--- config.mk ---
export PLATFORM = sky130hd
export DESIGN_NAME = weight_loader
export DESIGN_NICKNAME = d
export VERILOG_FILES = /design/src/rtl/weight_loader.sv
export SDC_FILE = /design/constraint.sdc
export NUM_CORES = 1
export LEC_CHECK = 0
export CORE_MARGIN = 2
export CORE_UTILIZATION = 57
export CTS_CLUSTER_SIZE = 30
export DETAILED_ROUTE_END_ITERATION = 10
export PLACE_DENSITY = 0.8
export RECOVER_POWER = 25
export SKIP_LAST_GASP = 1
export SYNTH_ARGS = -nofsm -noshare
export SYNTH_HDL_FRONTEND = slang
export SYNTH_SLANG_ARGS = --single-unit
--- constraint.sdc ---
create_clock -name clk -period 4.79 [get_ports clk]
set_input_delay 0.7185 -clock clk [delete_from_list [all_inputs] [get_ports clk]]
set_output_delay 0.7185 -clock clk [all_outputs]
set_load 0.05 [all_outputs]
--- src/rtl/weight_loader.sv ---
// weight_loader: packs column-major weight words into NROW-wide columns and writes one RAM column per NROW words.
// Ports:
//   clk, reset (async, active-low)
//   start                 request a full NCOL-column load (ignored unless idle)
//   in_data/in_valid      word stream, consumed when in_ready is high
//   in_ready              high only while collecting a column
//   wr_en/wr_addr/wr_data one-cycle column write to the weight RAM
//   busy                  high from start acceptance until back in idle
//   done                  one-cycle pulse after the last column write
module weight_loader #(
  parameter int NROW          = 16,
  parameter int NCOL          = 16,
  parameter int BITWIDTH      = 18,
  parameter int ADDR_BITWIDTH = 4,
  parameter int ROW_BITWIDTH  = 4
) (
  input  logic                       clk,
  input  logic                       reset,
  input  logic                       start,
  input  logic [BITWIDTH-1:0]        in_data,
  input  logic                       in_valid,
  output logic                       in_ready,
  output logic                       wr_en,
  output logic [ADDR_BITWIDTH-1:0]   wr_addr,
  output logic [NROW*BITWIDTH-1:0]   wr_data,
  output logic                       busy,
  output logic                       done
);
  typedef enum logic [1:0] {IDLE, LOAD, WRITE, DONE} state_t;
  state_t state, state_nx;
  logic [ROW_BITWIDTH-1:0]  row;
  logic [ADDR_BITWIDTH-1:0] col;
  logic [NROW*BITWIDTH-1:0] pack, pack_nx;
  logic take, last_row, last_col;
  assign take     = (state == LOAD) && in_valid;
  assign last_row = row == ROW_BITWIDTH'(NROW - 1);
  assign last_col = col == ADDR_BITWIDTH'(NCOL - 1);
  always_comb begin
    pack_nx = pack;
    pack_nx[row*BITWIDTH +: BITWIDTH] = in_data;
  end
  always_comb begin
    state_nx = state;
    unique case (state)
      IDLE:    state_nx = start ? LOAD : IDLE;
      LOAD:    state_nx = (take && last_row) ? WRITE : LOAD;
      WRITE:   state_nx = last_col ? DONE : LOAD;
      default: state_nx = IDLE;
    endcase
  end
  // wr_data is its own register, loaded together with the final word of a
  // column, so it stays stable while the next column is being packed.
  always_ff @(posedge clk or negedge reset) begin
    if (!reset) begin
      state   <= IDLE;
      row     <= '0;
      col     <= '0;
      pack    <= '0;
      wr_data <= '0;
    end else begin
      state <= state_nx;
      if (state == IDLE && start) begin
        row <= '0;
        col <= '0;
      end
      if (take) begin
        pack <= pack_nx;
        row  <= last_row ? '0 : row + 1'b1;
        if (last_row) wr_data <= pack_nx;
      end
      if (state == WRITE) col <= last_col ? '0 : col + 1'b1;
    end
  end
  assign in_ready = state == LOAD;
  assign wr_en    = state == WRITE;
  assign wr_addr  = col;
  assign busy     = state != IDLE;
  assign done     = state == DONE;
endmodule
==> After elaboration in Yosys (flattened, before gate mapping) <==
Index checks and enable logic that the tools add are counted.
{ "word_totals": {"ff_bits": 586, "latch_bits": 0, "ramBits": 0, "rom_bits": 0, "inputBits": 22, "mem_count": 0} }
{ "classes": {"add_sub_neg": 3, "mul": 1, "div_mod_pow": 0, "magnitude_cmp": 0, "n_eq_ne": 5, "shift": 2, "mux": 10, "bitwise_logic": 0, "n_reduce_logical": 8} }
{ "op_table": {"columns": ["cell", "n"], "rows": [
  ["288-bit bitwise mux", 1],
  ["18-bit by 34-bit variable shift with 288-bit output (first input constant)", 1],
  ["18-bit by 34-bit indexed part select with 288-bit output", 1],
  ["9-bit negation with 34-bit output", 1],
  ["4-bit 2-to-1 mux", 5],
  ["4-bit by 1-bit adder with 4-bit output (second input constant)", 2],
  ["4-bit equality test (second input constant)", 2],
  ["4-bit by 4-bit multiplier with 8-bit output (second input constant)", 1],
  ["2-bit one-hot mux with 3 select lines", 1],
  ["2-bit nonzero test", 3],
  ["2-bit equality test (second input constant)", 2],
  ["2-bit 2-to-1 mux", 2],
  ["1-bit logical AND", 3],
  ["2-bit by 1-bit equality test with 1-bit output (second input constant)", 1],
  ["2-bit logical NOT", 1],
  ["2-bit AND reduction", 1],
  ["1-bit 2-to-1 mux", 1]
]} }

==> Longest topological paths before layout <==
Gate-level depths: netlist (run 1).
{ "depth": {"ltp_word": 5, "mapped_depth": 17} }

==> Worst setup path after synthesis (run 1) <==
Ideal clock, no wire load.
{ "synth_path": {"kind": "register -> register", "start": "register row[0]", "end": "register pack[58]", "setup_time_ns": 0.125, "arrival_ns": 4.059, "required_ns": 4.665, "setup_slack_ns": 0.606, "stages_incl_launch_ff": 16, "path_buffers": 4, "period_less_slack_ns": 4.184, "path_cell_list": "dfrtp_1 ha_1 ha_1 ha_1 nor2_1 clkbuf_1 nand3_1 inv_1 clkbuf_1 ha_1 clkbuf_1 nand4_1 a2111oi_4 buf_2 nand3_1 mux2_2"} }
{ "synth_via": {"elab_chain_len": 4} }
{ "synth_lines": {"columns": ["element", "line_no", "rtl"], "rows": [
  ["from (decl)", "31", "logic [ROW_BITWIDTH-1:0] row;"],
  ["from (signal assigned)", "68", "row <= last_row ? '0 : row + 1'b1;"],
  ["4-bit by 4-bit multiplier with 8-bit output *", "40", "pack_nx[row*BITWIDTH +: BITWIDTH] = in_data;"],
  ["9-bit negation with 34-bit output *", "40", null],
  ["18-bit by 34-bit indexed part select with 288-bit output / 18-bit by 34-bit variable shift with 288-bit output (equally long branches)", "40", null],
  ["288-bit bitwise mux *", "40", null],
  ["to (signal assigned)", "67", "pack <= pack_nx;"],
  ["to (decl)", "33", "logic [NROW*BITWIDTH-1:0] pack, pack_nx;"]
]} }
Mark *: on every way between the ends. The rest lies on a longest branch, timed or not.
A chain may end at the register's enable or synchronous reset.

==> Worst setup path in the final report (run 1) <==
{ "layout_path": {"start": "register row[0]", "end": "register pack[184]"} }
The elaborated chain is that of the path after synthesis.

==> metrics, run 1 <==
crit path kind reg2reg; Slew headroom -1.13; root buf cell clkbuf_16; GPL Wtd Cong 1.05; I/O Buffers 317; DRC Markers 0; synthesized instance count 2865; Post-Syn Nets 2894; CTS Hold Bufs 0; drt initial violations 3107; Final ANT Viol Nets 0; Worst Tran Pin Value 3.20 ns; fin crit period 4.48 ns; wirelength, routed 110 mm; Rows 83; synth unique cells 98; hold crit path type reg2reg; Worst EP arrival 5.02 ns; Pre-antenna DRT Iters 7; first-pass GRT wire length 164 mm; Layout area overhead 21.8%; FMAX 0.223 GHz; Worst VDD drop 498 µV; Leak 15.7 nW; layout cells sized above 1 0.190; critical path's most frequent cell buf_4; Ys Warns 0; CORE AREA 51500 µm²; startpoint types flop; number of flops mapped to enable cells by yosys 0; initial antenna violation count 4; die width 233 µm; worst path required time 5.33 ns; crit path max fanout 17; post-route cell area 36300 µm²; ys flop type dfrtp_1; Worst path slowest cell nor4_4; syn avg cell area 10.4 µm²; Max-Cap Viols 1; slowest stage delay, CP 0.76 ns; post-CTS sizing 0; Total Power 0.0268 W; Setup Skew 0.0427 ns; PwrDens 737 nW/µm²; Hold Vio Cnt, Final 0; origin of the critical flop-to-flop path row[0]; clk sinks 586; DP Area 34300 µm²; hpwl dp 79.9 mm; Initial Utilization 0.579; period utilisation layout 0.935; Vias/cell 6.71; H-tree levels 2; Synth Register Bits 586; clk slew on worst S/H paths 0.06 ns; IO Pins 318; Critical Path End Type flop; clk buf depth 3; setup TNS 0 ns; Clock Latency Late Sink 0.66 ns; fin nets 3224; number of CTS-inserted buffers 59; WL/cell 28.1 µm; Vias 26300; outcome finished, violations left; setup violators final 0; failing checks capacitance limit, slew limit; ys async rst share 1.00; vias in the first global route 26300; Total Die Area 54100 µm²; total congestion overflow 0; max-slew violations 115; crit path from row[0]; Die Y 233 µm; largest net degree at the start of global routing 129; sequential-to-total area share from yosys stat 0.492; GRT Util Overall 0.407; post-CTS setup buffer count 0; CP Cell Sequence inv_1 > ha_1 > buf_4 > nor3b_4 > xnor2_2 > buf_4 > nor4_4 > nand2_1 > nor2_1 > mux2_2; hold_sp wr_data[204]; RSZ-0062 raised after global routing no; CTS tree yes; final core occ 0.705; post-synthesis instance area 29800 µm²
worst paths after layout:
check | cells after the start | slack, ns | to
setup reg to reg | 10 | 0.31 | pack[184]
hold reg to reg | 2 | 0.48 | wr_data[204]
hold / removal | 2 | 0.48 | wr_data[204]
min in group asynchronous | 1 | 1.14 | wr_data[267]
max in group asynchronous | 2 | 0.84 | wr_data[159]
setup / recovery | 10 | 0.31 | pack[184]
registers in the layout, indices dropped and copies added, names as in the netlist:
name / count
state: 2
wr_addr: 4
pack: 288
wr_data: 288
row: 4
cell usage after synthesis (all sizes together), types with 9 or more instances:
master | instances | area (µm²)
inv | 15 | 56.3
nor3 | 84 | 460
mux2i | 191 | 1910
o21ai | 291 | 1460
o211ai | 45 | 348
a21o | 9 | 67.6
a21oi | 66 | 330
and3 | 15 | 93.8
and2 | 23 | 144
dfrtp | 586 | 14700
a31oi | 36 | 231
nand3 | 111 | 556
nor2b | 12 | 75.1
nand2 | 394 | 1480
a221o | 26 | 260
a22oi | 11 | 82.6
o32ai | 28 | 313
nor2 | 130 | 505
mux4 | 12 | 270
mux2 | 282 | 3180
nand4 | 21 | 146
o22ai | 60 | 394
a211oi | 31 | 258
clkbuf | 135 | 507
nor4 | 13 | 124
o31ai | 32 | 259
buf | 67 | 340
per-layer routing:
layer	vias to the layer above	GRT usage	share of wire
met5	-	0	0.00024
met4	4	0.189	0.049
met3	346	0.0860	0.092
met2	1530	0.632	0.46
met1	13300	0.550	0.40
li1	11200	-	-
final cells by class:
class,instances,area (µm²)
multi-input combinational,2062,14300
antenna,2,5.00
fill,3716,15200
sequential,586,14700
inverter,15,56.3
tap,680,851
clock inverter,28,295
clock buffer,81,1740
timing repair buffer,471,4410
worst max-delay path, delay by kind of cell (launching register included):
kind | cells | cell delay (ns)
XOR/XNOR | 1 | 0.33
AND/OR/NAND/NOR | 4 | 1.97
flip-flops | 1 | 0.43
adder cells (fa/ha/maj) | 1 | 0.46
multiplexers | 1 | 0.37
buffers and inverters | 3 | 0.82
stage by stage:
step	std cells	setup slack (ns)	hold WS [ns]
6_report	3925	0.311	0.478
3_3_place_gp	3814	0.513	0.461
2_1_floorplan	2865	0.606	0.423
5_1_grt	3923	0.174	0.494
4_1_cts	3923	0.544	0.220
3_5_place_dp	3814	0.513	0.467
power breakdown:
part	internal, W	switching [W]
combinational	0.00450	0.0113
sequential	0.00572	0.000482
clock	0.00272	0.00207
logic make-up after synthesis:
group                    after synthesis  share of synthesized area
AND/OR/NAND/NOR                      858                      0.134
AO/OA/AOI/OAI                        706                      0.158
flip-flops                           586                      0.492
multiplexers                         485                      0.180
buffers and inverters                217                     0.0303
adder cells (fa/ha/maj)                7                    0.00294
XOR/XNOR                               6                    0.00290
cells in the final DEF (no fill, tap or decap), types with 13 or more instances in the layout:
master,count
a211oi_1,26
o211ai_1,43
dfrtp_1,585
a221o_1,26
o21ai_1,13
nand2_1,394
nand3_1,111
clkinv_2,14
mux2_2,280
a21oi_1,66
o21ai_0,276
nor2_1,126
mux2i_1,191
and2_1,20
o32ai_1,19
o31ai_1,30
nor3_1,76
inv_1,15
and3_1,15
nand4_1,20
clkbuf_8,18
a31oi_1,35
buf_4,141
clkbuf_16,59
o22ai_1,56
clkdlybuf4s50_1,315
Power figures use the tool's default switching activity.
==> run 2: changes to the inputs <==
- CORE_ASPECT_RATIO: unset -> 1.2
- CTS_CLUSTER_DIAMETER: unset -> 120
- SKIP_CTS_REPAIR_TIMING: unset -> 1
==> run 2 against run 1 <==
The flow still finishes with violations (capacitance limit, slew limit); first-iteration DRC count is 3.9% lower; die area is essentially flat; wire length shrank 2.4%; sequential share of layout area grew 1.3 points; non-clock buffer count rose by 36; clock skew down 0.020 ns; power is 8.0% lower.
==> metrics, run 2 (synthesized netlist as in run 1, its figures left out) <==
Total Power 0.0246 W (was 0.0268 W); Initial Utilization 0.578 (was 0.579); Worst EP arrival 4.90 ns (was 5.02 ns); crit path max fanout 27 (was 17); fin crit period 4.40 ns (was 4.48 ns); max-slew violations 290 (was 115); crit path kind reg2reg (unchanged); DRC Markers 0 (unchanged); multi-input logic area 14300 µm² (unchanged); post-route cell area 35200 µm² (was 36300 µm²); Critical Path End Type flop (unchanged); Worst Tran Pin Value 2.55 ns (was 3.20 ns); period utilisation layout 0.919 (was 0.935); Clock power frac 0.101 (was 0.179); initial antenna violation count 2 (was 4); hpwl dp 80.4 mm (was 79.9 mm); WL/cell 27.6 µm (was 28.1 µm); Max-Cap Viols 5 (was 1); failing checks capacitance limit, slew limit (unchanged); Diodes inserted 0 (was 2); Pre-antenna DRT Iters 5 (was 7); worst path required time 5.29 ns (was 5.33 ns); Flop pwr share 0.252 (was 0.232); clk sinks 586 (unchanged); DP Area 34600 µm² (was 34300 µm²); total congestion overflow 0 (unchanged); drt initial violations 2985 (was 3107); PwrDens 700 nW/µm² (was 737 nW/µm²); IO Pins 318 (unchanged); Vias 25800 (was 26300); hold crit path type reg2reg (unchanged); Total Die Area 54100 µm² (about the same); Rows 91 (was 83); Layout area overhead 18.0% (was 21.8%); Clock Latency Late Sink 0.61 ns (was 0.66 ns); fill count 3920 (was 3716); clk slew on worst S/H paths 0.12 ns (was 0.06 ns); H-tree levels 1 (was 2); Largest regs pack (288), wr_data (288) (unchanged); clk buf depth 3 (unchanged); NetSw 0.0133 W (was 0.0138 W); die width 213 µm (was 233 µm); largest net degree at the start of global routing 110 (was 129); I/O Buffers 317 (unchanged); Worst VDD drop 539 µV (was 498 µV); Sw Ratio 0.538 (was 0.516); combinational share of power 0.648 (was 0.589); setup violators final 0 (unchanged); FF/Latch Area 14700 µm² (unchanged); fin nets 3224 (unchanged); Int Pwr 0.0114 W (was 0.0129 W); GRT Util Overall 0.395 (was 0.407); layout cells sized above 1 0.179 (was 0.190); Slew headroom -0.701 (was -1.13); RSZ-0062 raised after global routing no (unchanged); outcome finished, violations left (unchanged); Setup Skew 0.0229 ns (was 0.0427 ns); FMAX 0.227 GHz (was 0.223 GHz); root buf cell clkbuf_16 (unchanged); setup TNS 0 ns (unchanged); CTS tree yes (unchanged); vias in the first global route 25600 (was 26300); number of CTS-inserted buffers 23 (was 59); Vias/cell 6.62 (was 6.71); wirelength, routed 108 mm (was 110 mm); commonest non-fill, non-tap cells in the layout dfrtp_1, nand2_1, clkdlybuf4s50_1, mux2_2, o21ai_0 (unchanged); CORE AREA 51600 µm² (was 51500 µm²); commonest non-fill, non-tap cell in the layout dfrtp_1 (unchanged); Hold Vio Cnt, Final 0 (unchanged); Final ANT Viol Nets 0 (unchanged); Leak 15.2 nW (was 15.7 nW); GPL Wtd Cong 0.980 (was 1.05); Die Y 254 µm (was 233 µm); startpoint types flop (unchanged); first-pass GRT wire length 160 mm (was 164 mm)
==> run 2: path summary, 6_finish.rpt <==
check | from | to | slack [ns] | cells after the start
worst max-delay path | row[0] | pack[143] | 0.39 | 11
worst min-delay path | wr_data[187] | wr_data[187] | 0.49 | 2
worst max register to register | row[0] | pack[143] | 0.39 | 11
worst min register to register | wr_data[187] | wr_data[187] | 0.49 | 2
max in group asynchronous | reset | pack[51] | 1.07 | 2
min in group asynchronous | reset | wr_data[34] | 0.89 | 1
==> run 2: final cells by class <==
| type | instances | share of cell area |
|---|---|---|
| flip-flops and latches | 586 | 0.417 |
| multi-input cells | 2062 | 0.406 |
| repair buffers | 507 | 0.133 |
| well taps | 697 | 0.0248 |
| clock buffers | 24 | 0.0165 |
| inverters | 15 | 0.00160 |
| clock inverters | 3 | 0.00142 |
==> run 2: layer usage <==
metal  GRT usage  vias up  wire length [µm]
li1            -    11200                 -
met1       0.531    13000             43400
met2       0.632     1328             50500
met3      0.0633      313              7840
met4       0.186        4              5800
met5           0        -                21
==> run 2: metrics by stage <==
stage / util / setup slack, ns / hold slack [ns] / cells
after floorplan: - / 0.606 / 0.423 / 2865
after global placement: 0.671 / 0.678 / 0.462 / 3867
after detailed placement: 0.671 / 0.539 / 0.470 / 3867
after CTS: 0.683 / 0.518 / 0.165 / 3894
after global routing: 0.682 / 0.182 / 0.515 / 3894
final: 0.682 / 0.389 / 0.493 / 3894
==> run 2: worst max-delay path, cell delays in order, from the launching register on <==
cell	delay, ns
dfrtp_2	0.61
ha_1	0.29
ha_1	0.20
ha_1	0.29
buf_4	0.21
or2_2	0.43
a21oi_1	0.66
o211ai_1	0.19
buf_4	0.26
o32ai_1	0.53
and2_1	0.25
mux2_2	0.34
==> run 2: power groups by stage <==
stage / sequential, W / combinational [W] / clock, W
3_3_place_gp: 0.00621 / 0.0151 / 0
4_1_cts: 0.00617 / 0.0154 / 0.00251
3_5_place_dp: 0.00627 / 0.0153 / 0
5_1_grt: 0.00626 / 0.0165 / 0.00266
2_1_floorplan: 0.00641 / 0.00874 / 0
6_report: 0.00620 / 0.0159 / 0.00248
